## src/rtl/instr_type_pkg.sv

```systemverilog
// Decode instruction type codes and default fetch addresses shared by
// the decode stage and the PC generator.
package instr_type_pkg;

  typedef enum logic [9:0] {
    IT_OTHER = 10'd0,
    IT_BEQ   = 10'd1,
    IT_BNE   = 10'd2,
    IT_J     = 10'd3,
    IT_JAL   = 10'd4,
    IT_JR    = 10'd5,
    IT_JALR  = 10'd6
  } instr_type_e;

  localparam logic [31:0] RESET_PC_DEFAULT = 32'h0000_3000;
  localparam logic [31:0] EXC_PC_DEFAULT   = 32'h0000_4180;

endpackage

```

## src/rtl/pc_gen_target.sv

```systemverilog
// Combinational next-fetch target and delay-slot flag for the decode-stage
// instruction, based on the current fetch PC (decode PC + 4).
module pc_gen_target
  import instr_type_pkg::*;
#(
  parameter bit JX_EN = 1'b1
) (
  input  logic [31:0] F_PC,
  input  logic [9:0]  D_instrType,
  input  logic        D_isBranch,
  input  logic [25:0] D_imm,
  input  logic [31:0] D_RD1,
  output logic [31:0] target,
  output logic        ctrl
);

  logic [31:0] d_pc;
  logic [31:0] seq_pc;
  logic [31:0] br_pc;
  logic [31:0] jmp_pc;

  always_comb begin
    d_pc   = F_PC - 32'd4;
    seq_pc = F_PC + 32'd4;
    br_pc  = F_PC + {{14{D_imm[15]}}, D_imm[15:0], 2'b00};
    jmp_pc = (d_pc & 32'hF000_0000) | {4'b0000, D_imm, 2'b00};
    target = seq_pc;
    ctrl   = 1'b0;
    case (D_instrType)
      IT_BEQ, IT_BNE: begin
        ctrl = 1'b1;
        if (D_isBranch) target = br_pc;
      end
      IT_JAL: begin
        ctrl   = 1'b1;
        target = jmp_pc;
      end
      IT_J: begin
        if (JX_EN) begin
          ctrl   = 1'b1;
          target = jmp_pc;
        end
      end
      IT_JR: begin
        ctrl   = 1'b1;
        target = D_RD1;
      end
      IT_JALR: begin
        if (JX_EN) begin
          ctrl   = 1'b1;
          target = D_RD1;
        end
      end
      default: ;
    endcase
  end

endmodule

```

## src/rtl/pc_gen.sv

```systemverilog
// Fetch PC register with exception/eret/stall priority, delay-slot tracking
// and fetch address-error detection.
module pc_gen
  import instr_type_pkg::*;
#(
  parameter logic [31:0] RESET_PC  = RESET_PC_DEFAULT,
  parameter logic [31:0] EXC_PC    = EXC_PC_DEFAULT,
  parameter logic [31:0] IMEM_BASE = 32'h0000_3000,
  parameter logic [31:0] IMEM_SIZE = 32'h0000_4000,
  parameter bit          JX_EN     = 1'b1
) (
  input  logic        clk,
  input  logic        reset,
  input  logic        D_stall,
  input  logic        M_excReq,
  input  logic        D_eret,
  input  logic [31:0] EPC,
  input  logic        D_isBranch,
  input  logic [9:0]  D_instrType,
  input  logic [25:0] D_imm,
  input  logic [31:0] D_RD1,
  output logic [31:0] F_PC,
  output logic [31:0] D_PC8,
  output logic        F_BD,
  output logic        F_excAdEL,
  output logic        D_eretFlush
);

  // 33-bit exclusive upper bound so a window ending at 2^32 cannot wrap
  localparam logic [32:0] WIN_LO = {1'b0, IMEM_BASE};
  localparam logic [32:0] WIN_HI = {1'b0, IMEM_BASE} + {1'b0, IMEM_SIZE};

  logic [31:0] target;
  logic        ctrl;
  logic        in_win;

  pc_gen_target #(
    .JX_EN(JX_EN)
  ) u_target (
    .F_PC        (F_PC),
    .D_instrType (D_instrType),
    .D_isBranch  (D_isBranch),
    .D_imm       (D_imm),
    .D_RD1       (D_RD1),
    .target      (target),
    .ctrl        (ctrl)
  );

  always_comb begin
    D_PC8       = F_PC + 32'd4;
    in_win      = ({1'b0, F_PC} >= WIN_LO) && ({1'b0, F_PC} < WIN_HI);
    F_excAdEL   = ~reset & ((F_PC[1:0] != 2'b00) | ~in_win);
    D_eretFlush = D_eret & ~M_excReq & ~D_stall & ~reset;
  end

  always_ff @(posedge clk) begin
    if (reset) begin
      F_PC <= RESET_PC;
      F_BD <= 1'b0;
    end else if (M_excReq) begin
      F_PC <= EXC_PC;
      F_BD <= 1'b0;
    end else if (D_eret && !D_stall) begin
      F_PC <= EPC;
      F_BD <= 1'b0;
    end else if (!D_stall) begin
      F_PC <= target;
      F_BD <= ctrl;
    end
  end

endmodule

```

## config.mk

```make
export PLATFORM = sky130hd
export DESIGN_NAME = pc_gen
export DESIGN_NICKNAME = d
export VERILOG_FILES = /design/src/rtl/instr_type_pkg.sv /design/src/rtl/pc_gen_target.sv /design/src/rtl/pc_gen.sv
export SDC_FILE = /design/constraint.sdc
export NUM_CORES = 1
export LEC_CHECK = 0
export CORE_ASPECT_RATIO = 1.2
export CORE_MARGIN = 2
export CORE_UTILIZATION = 46
export DETAILED_ROUTE_END_ITERATION = 7
export PLACE_DENSITY = 0.81
export REMOVE_ABC_BUFFERS = 1
export SETUP_SLACK_MARGIN = 0.15
export SYNTH_ARGS = -nofsm -noshare
export SYNTH_HDL_FRONTEND = slang
export SYNTH_SLANG_ARGS = --single-unit
```

## constraint.sdc

```tcl
create_clock -name clk -period 3.31 [get_ports clk]
set_input_delay 0.662 -clock clk [delete_from_list [all_inputs] [get_ports clk]]
set_output_delay 0.662 -clock clk [all_outputs]
set_load 0.01 [all_outputs]
```

Word-level counts from Yosys, hierarchy flattened
Cells that the tools add are included.
{"block": "classes", "n_bitwise": 10, "eq_ne": 8, "order_cmp": 2, "add_sub_neg": 3, "reduce_logical": 10, "mux": 6}
{"op": "32-bit 2-to-1 mux", "count": 3}
{"op": "32-bit case mux with 3 select lines", "count": 1}
{"op": "32-bit by 3-bit adder with 32-bit output, second input constant", "count": 1}
{"op": "32-bit adder", "count": 1}
{"op": "32-bit by 14-bit >= comparator with 1-bit output, second input constant", "count": 1}
{"op": "32-bit by 15-bit < comparator with 1-bit output, second input constant", "count": 1}
{"op": "32-bit by 28-bit OR with 32-bit output", "count": 1}
{"op": "32-bit by 3-bit subtractor with 32-bit output, second input constant", "count": 1}
{"op": "10-bit by 3-bit == test with 1-bit output, second input constant", "count": 3}
{"op": "10-bit by 2-bit == test with 1-bit output, second input constant", "count": 2}
{"op": "15-bit 2-to-1 mux", "count": 1}
{"op": "10-bit by 1-bit == test with 1-bit output, second input constant", "count": 1}
{"op": "2-bit OR reduction", "count": 4}
{"op": "6-bit OR reduction", "count": 1}
{"op": "1-bit bitwise AND", "count": 4}
{"op": "1-bit NOT", "count": 4}
{"op": "3-bit by 1-bit inequality test with 1-bit output, second input constant", "count": 1}
{"op": "3-bit OR reduction", "count": 1}
{"op": "1-bit logical AND", "count": 2}
{"op": "2-bit by 1-bit inequality test with 1-bit output, second input constant", "count": 1}
{"op": "2-bit nonzero test", "count": 1}
{"op": "1-bit logical NOT", "count": 1}
{"op": "1-bit 2-to-1 mux", "count": 1}
{"op": "1-bit OR", "count": 1}
{"block": "word_totals", "word_cells": 42, "output_inout_bits": 67, "inputBits": 106, "register_bits": 33}

Logic depth before layout (Yosys ltp)
{"block": "depth", "depth_word": 6, "depth_mapped": 11}

Cells and area by module
Synthesis repeated with hierarchy kept, for this count alone.
{"block": "unflattened", "cells_unflattened": 708, "hier_area_um2": 5281.3}
{"mod": "pc_gen_target", "cells_each": 440, "n_inst": 1, "area_each_um2": 3120.5}
{"mod": "pc_gen", "cells_each": 268, "n_inst": 1, "area_each_um2": 2160.8}

Least setup slack after synthesis
No wires, ideal clock.
{"block": "synth_path", "path_type": "input port to flip-flop", "start": "input port D_imm[0]", "end": "register F_PC[28]", "stages": 11, "path_slack_ns": 0.437, "t_arrival_ns": 2.757, "required_time_ns": 3.194, "cell_sequence": "ha_1 -> fa_1 -> a21oi_1 -> o21ai_1 -> nor4b_2 -> nor4b_1 -> nand3b_1 -> nor3_1 -> o41ai_2 -> o21ai_1 -> a41o_1"}
{"block": "synth_between", "elab_chain_cells": 5}
{"element": "start: declaration", "line": "pc_gen.sv:20", "rtl": "input logic [25:0] D_imm,"}
{"element": "32-bit adder", "line": "pc_gen_target.sv:25", "rtl": "br_pc = F_PC + {{14{D_imm[15]}}, D_imm[15:0], 2'b00};"}
{"element": "32-bit 2-to-1 mux", "line": "pc_gen_target.sv:32", "rtl": "if (D_isBranch) target = br_pc;"}
{"element": "32-bit case mux with 3 select lines", "line": "pc_gen_target.sv:29", "rtl": "case (D_instrType)"}
{"element": "32-bit 2-to-1 mux", "line": "pc_gen.sv:66", "rtl": "end else if (!D_stall) begin"}
{"element": "32-bit 2-to-1 mux", "line": "pc_gen.sv:63", "rtl": "end else if (D_eret && !D_stall) begin"}
{"element": "end signal: assignment", "line": "pc_gen.sv:67", "rtl": "F_PC <= target;"}
{"element": "end: declaration", "line": "pc_gen.sv:22", "rtl": "output logic [31:0] F_PC,"}
Every way passes these cells. The select of a mux whose other input is x is not followed.
A chain may end at the register's enable or synchronous reset.

Worst setup path in the final report
{"block": "layout_path", "start": "register F_PC[7]", "end": "output port D_PC8[31]"}
{"block": "layout_between", "elab_chain_cells": 1}
{"element": "32-bit by 3-bit adder with 32-bit output", "line": "pc_gen.sv:50", "rtl": "D_PC8 = F_PC + 32'd4;"}
{"element": "end: declaration", "line": "pc_gen.sv:23", "rtl": "output logic [31:0] D_PC8,"}
Every way passes these cells.

==> run_results.csv <==
group,metric,value,unit
sta,fin_crit_sh,0.950,
synth,muxShareOfSynthArea,0.00223,
synth,yosys_register_bits,33,
synth,synthXorXnorAreaFrac,0.113,
cells_and_area,post-route-util,0.763,
setup_path,cp.arrival,2.48,ns
floorplan,die_h,112,um
setup_path,critPathMaxStageDelay,0.58,ns
synth,synth_cells,626,
flow_run,cap_viol_max_count,0,
synth,synth_warnings,0,
synth,post-synth-top-count-cell,"a21oi_1",
synth,post_synth_num_cell_types,73,
placed_design,port_buffers,172,
cells_and_area,stdcell_area,7260,sq um
setup_path,crit_path_top_delay_cell,"clkdlybuf4s50_1",
sta,period_needed,3.15,ns
synth,synth_edf_count,0,
synth,async_flop_share,0,
synth,syn_avg_cell_area,7.18,sq um
floorplan,ioPinCount,173,
power,p_per_area,238,nW/um^2
setup_path,required,2.65,ns
setup_path,critPathMaxFanout,4,
power,vdd_ir_drop_max,0.192,mV
routing,vias,6497,
sta,maxSlewHeadroom,0.484,
setup_path,critPathLaunchType,"flop",
global_routing,grt_max_degree,26,
setup_path,crit_chain,"and4_1 -> and4_4 -> nand3_2 -> nor2_4 -> nand4_1 -> xnor2_2 -> clkdlybuf4s50_1",
clock_network,htree_levels,2,
routing,firstDrtPassIters,7,
setup_path,crit_path_end_kind,"primary output",
clock_network,cts.sinks,33,
routing,drc,0,
sta,final_hold_viol_count,0,
sta,fmax,318,MHz
synth,synth_simple_gate_area_share,0.232,
routing,wl_per_cell,22.4,um
routing,drtIter0Drc,692,
global_routing,antenna_found_initial,0,
global_routing,grt-ovfl-total,0,
synth,synth_compound_area_frac,0.354,
status,status,"finished, final reports clean",
clock_network,clk_pin_slew,0.06,ns
clock_network,root_buffer,"clkbuf_16",
floorplan,row_count,39,
setup_path,criticalPathCategory,"reg2out",
sta,slew_viol_final,0,
synth,synth_top_cells_by_count,"68 x a21oi_1, 57 x nand2_1, 46 x nor2_1, 38 x xnor2_1, 33 x dfxtp_1",
synth,synth-adder-area-share,0.0930,
placed_design,dpl_cell_area,6980,sq um
floorplan,dieArea,10600,sq um
synth,synth_seq_area_share,0.147,
sta,fin_skew,0.00942,ns
clock_network,cts_hold_buf,0,
clock_network,cts_buffers,5,
floorplan,initial_core_util,0.472,
clock_network,clockBufferDepth,2,
hold_path,hold_class,"reg2reg",
cells_and_area,fillers,698,
global_routing,grt_pass1_wl,32600,um
sta,setup_viol,0,
synth,synth.area.top_cells,"dfxtp_1 15%, ha_1 8.6%, a21oi_1 7.6%",
synth,synth_top_family_by_area,"compound AO/OA/AOI/OAI gates",
synth,synthFlopType,"dfxtp_1",
routing,ant_nets,0,
global_routing,grt_use_total,0.400,
cells_and_area,antenna_cells,0,
sta,tightest_slew,0.766,ns
synth,synthDominantCellAreaShare,0.147,
floorplan,core_area,9520,sq um
placed_design,place.gp.congestion,1.00,
clock_network,cts_tree,"done",
global_routing,grt_pass1_vias,6468,
floorplan,die_w,94.2,um
routing,viasPerCell,6.54,
placed_design,place_hpwl,16800,um
synth,syn_area,4490,sq um
sta,rsz0062_at_grt,"true",
cells_and_area,num-nets-final,1007,
clock_network,clkLatencyLatePin,0.29,ns
cells_and_area,drive_above_1_share,0.177,
routing,routed_wirelength,22300,um
cells_and_area,syn2layout_area_growth,61.6,%
synth,netlist.top_cell.by_area,"dfxtp_1",
power,leakagePower,3.06,nW
[metrics by stage]
step	power [W]	hold WS (ns)	TNS, ns	std cells	setup slack (ns)
4_1_cts	0.00169	0.459	0	992	0.146
2_1_floorplan	0.000784	0.481	-7.61	588	-0.444
3_5_place_dp	0.00121	0.448	-1.80	984	-0.291
6_report	0.00173	0.466	0	993	0.164
5_1_grt	0.00179	0.483	-0.0288	993	-0.0288
3_3_place_gp	0.00119	0.445	-1.04	984	-0.230
[state kept, by name, summed over array words and instances (netlist names), named ones only]
name,flops
F_PC,30
F_BD,1
[placed cells by master (no fill, tap or decap), types with 18 or more instances in the layout]
master and count:
xnor2_1 36, dfxtp_1 31, o21ai_0 28, ha_1 26
nand2_1 57, clkdlybuf4s50_1 160, nand3_1 22, o221ai_1 18
a21oi_1 66, nor2_1 44, inv_1 22, buf_4 101
xor2_1 20
[where the power goes]
group,internal [W],switching [W],leakage (nW)
Clock,0.000277,0.000204,0.0706
Combinational,0.000410,0.000396,2.72
Sequential,0.000416,0.0000257,0.271
[repair_timing]
item                                    4_1_cts  5_1_grt
buffers inserted                              0        1
endpoints found under the setup margin       15       19
pin swaps                                     5        6
gates resized for setup                      17       22
hold endpoints to repair                      0        0
[worst max-delay path: cells and delay by family (launching register included)]
kind | cells | cell delay [ns]
and+or+nand+nor | 5 | 1.07
xor gates and xnor gates | 1 | 0.22
DFF | 1 | 0.33
buffers and inverters | 1 | 0.58
[layer usage]
metal	routed length, um	GRT usage
met1	7870	0.451
met3	2180	0.0711
met4	1550	0.247
met2	10700	0.688
met5	0	0
[worst paths after layout]
| path | slack, ns | startpoint | depth (start not counted) | end |
|---|---|---|---|---|
| setup / recovery | 0.16 | F_PC[7] | 7 | D_PC8[31] |
| hold / removal | 0.47 | F_BD | 2 | F_BD |
| setup reg to reg | 0.50 | F_PC[11] | 11 | F_PC[27] |
| hold reg to reg | 0.47 | F_BD | 2 | F_BD |
[logic make-up (layout without fill, tap and decap cells)]
| kind of cell | after synthesis | count (layout) |
|---|---|---|
| compound gates | 232 | 232 |
| simple gates | 207 | 207 |
| buf+inv | 62 | 306 |
| xor+xnor | 58 | 58 |
| fa+ha+maj | 33 | 33 |
| flops | 33 | 33 |
| mux | 1 | 1 |
[area by class of cell]
class | count | area [sq um] | area share
clock buffers | 6 | 129 | 0.0177
inverters | 24 | 90.1 | 0.0124
clock inverters | 2 | 10.0 | 0.00138
well taps | 123 | 154 | 0.0212
flip-flops and latches | 33 | 663 | 0.0913
multi-input cells | 531 | 3700 | 0.510
repair buffers | 274 | 2510 | 0.346
Note: power is estimated with default switching activity, not from simulation.
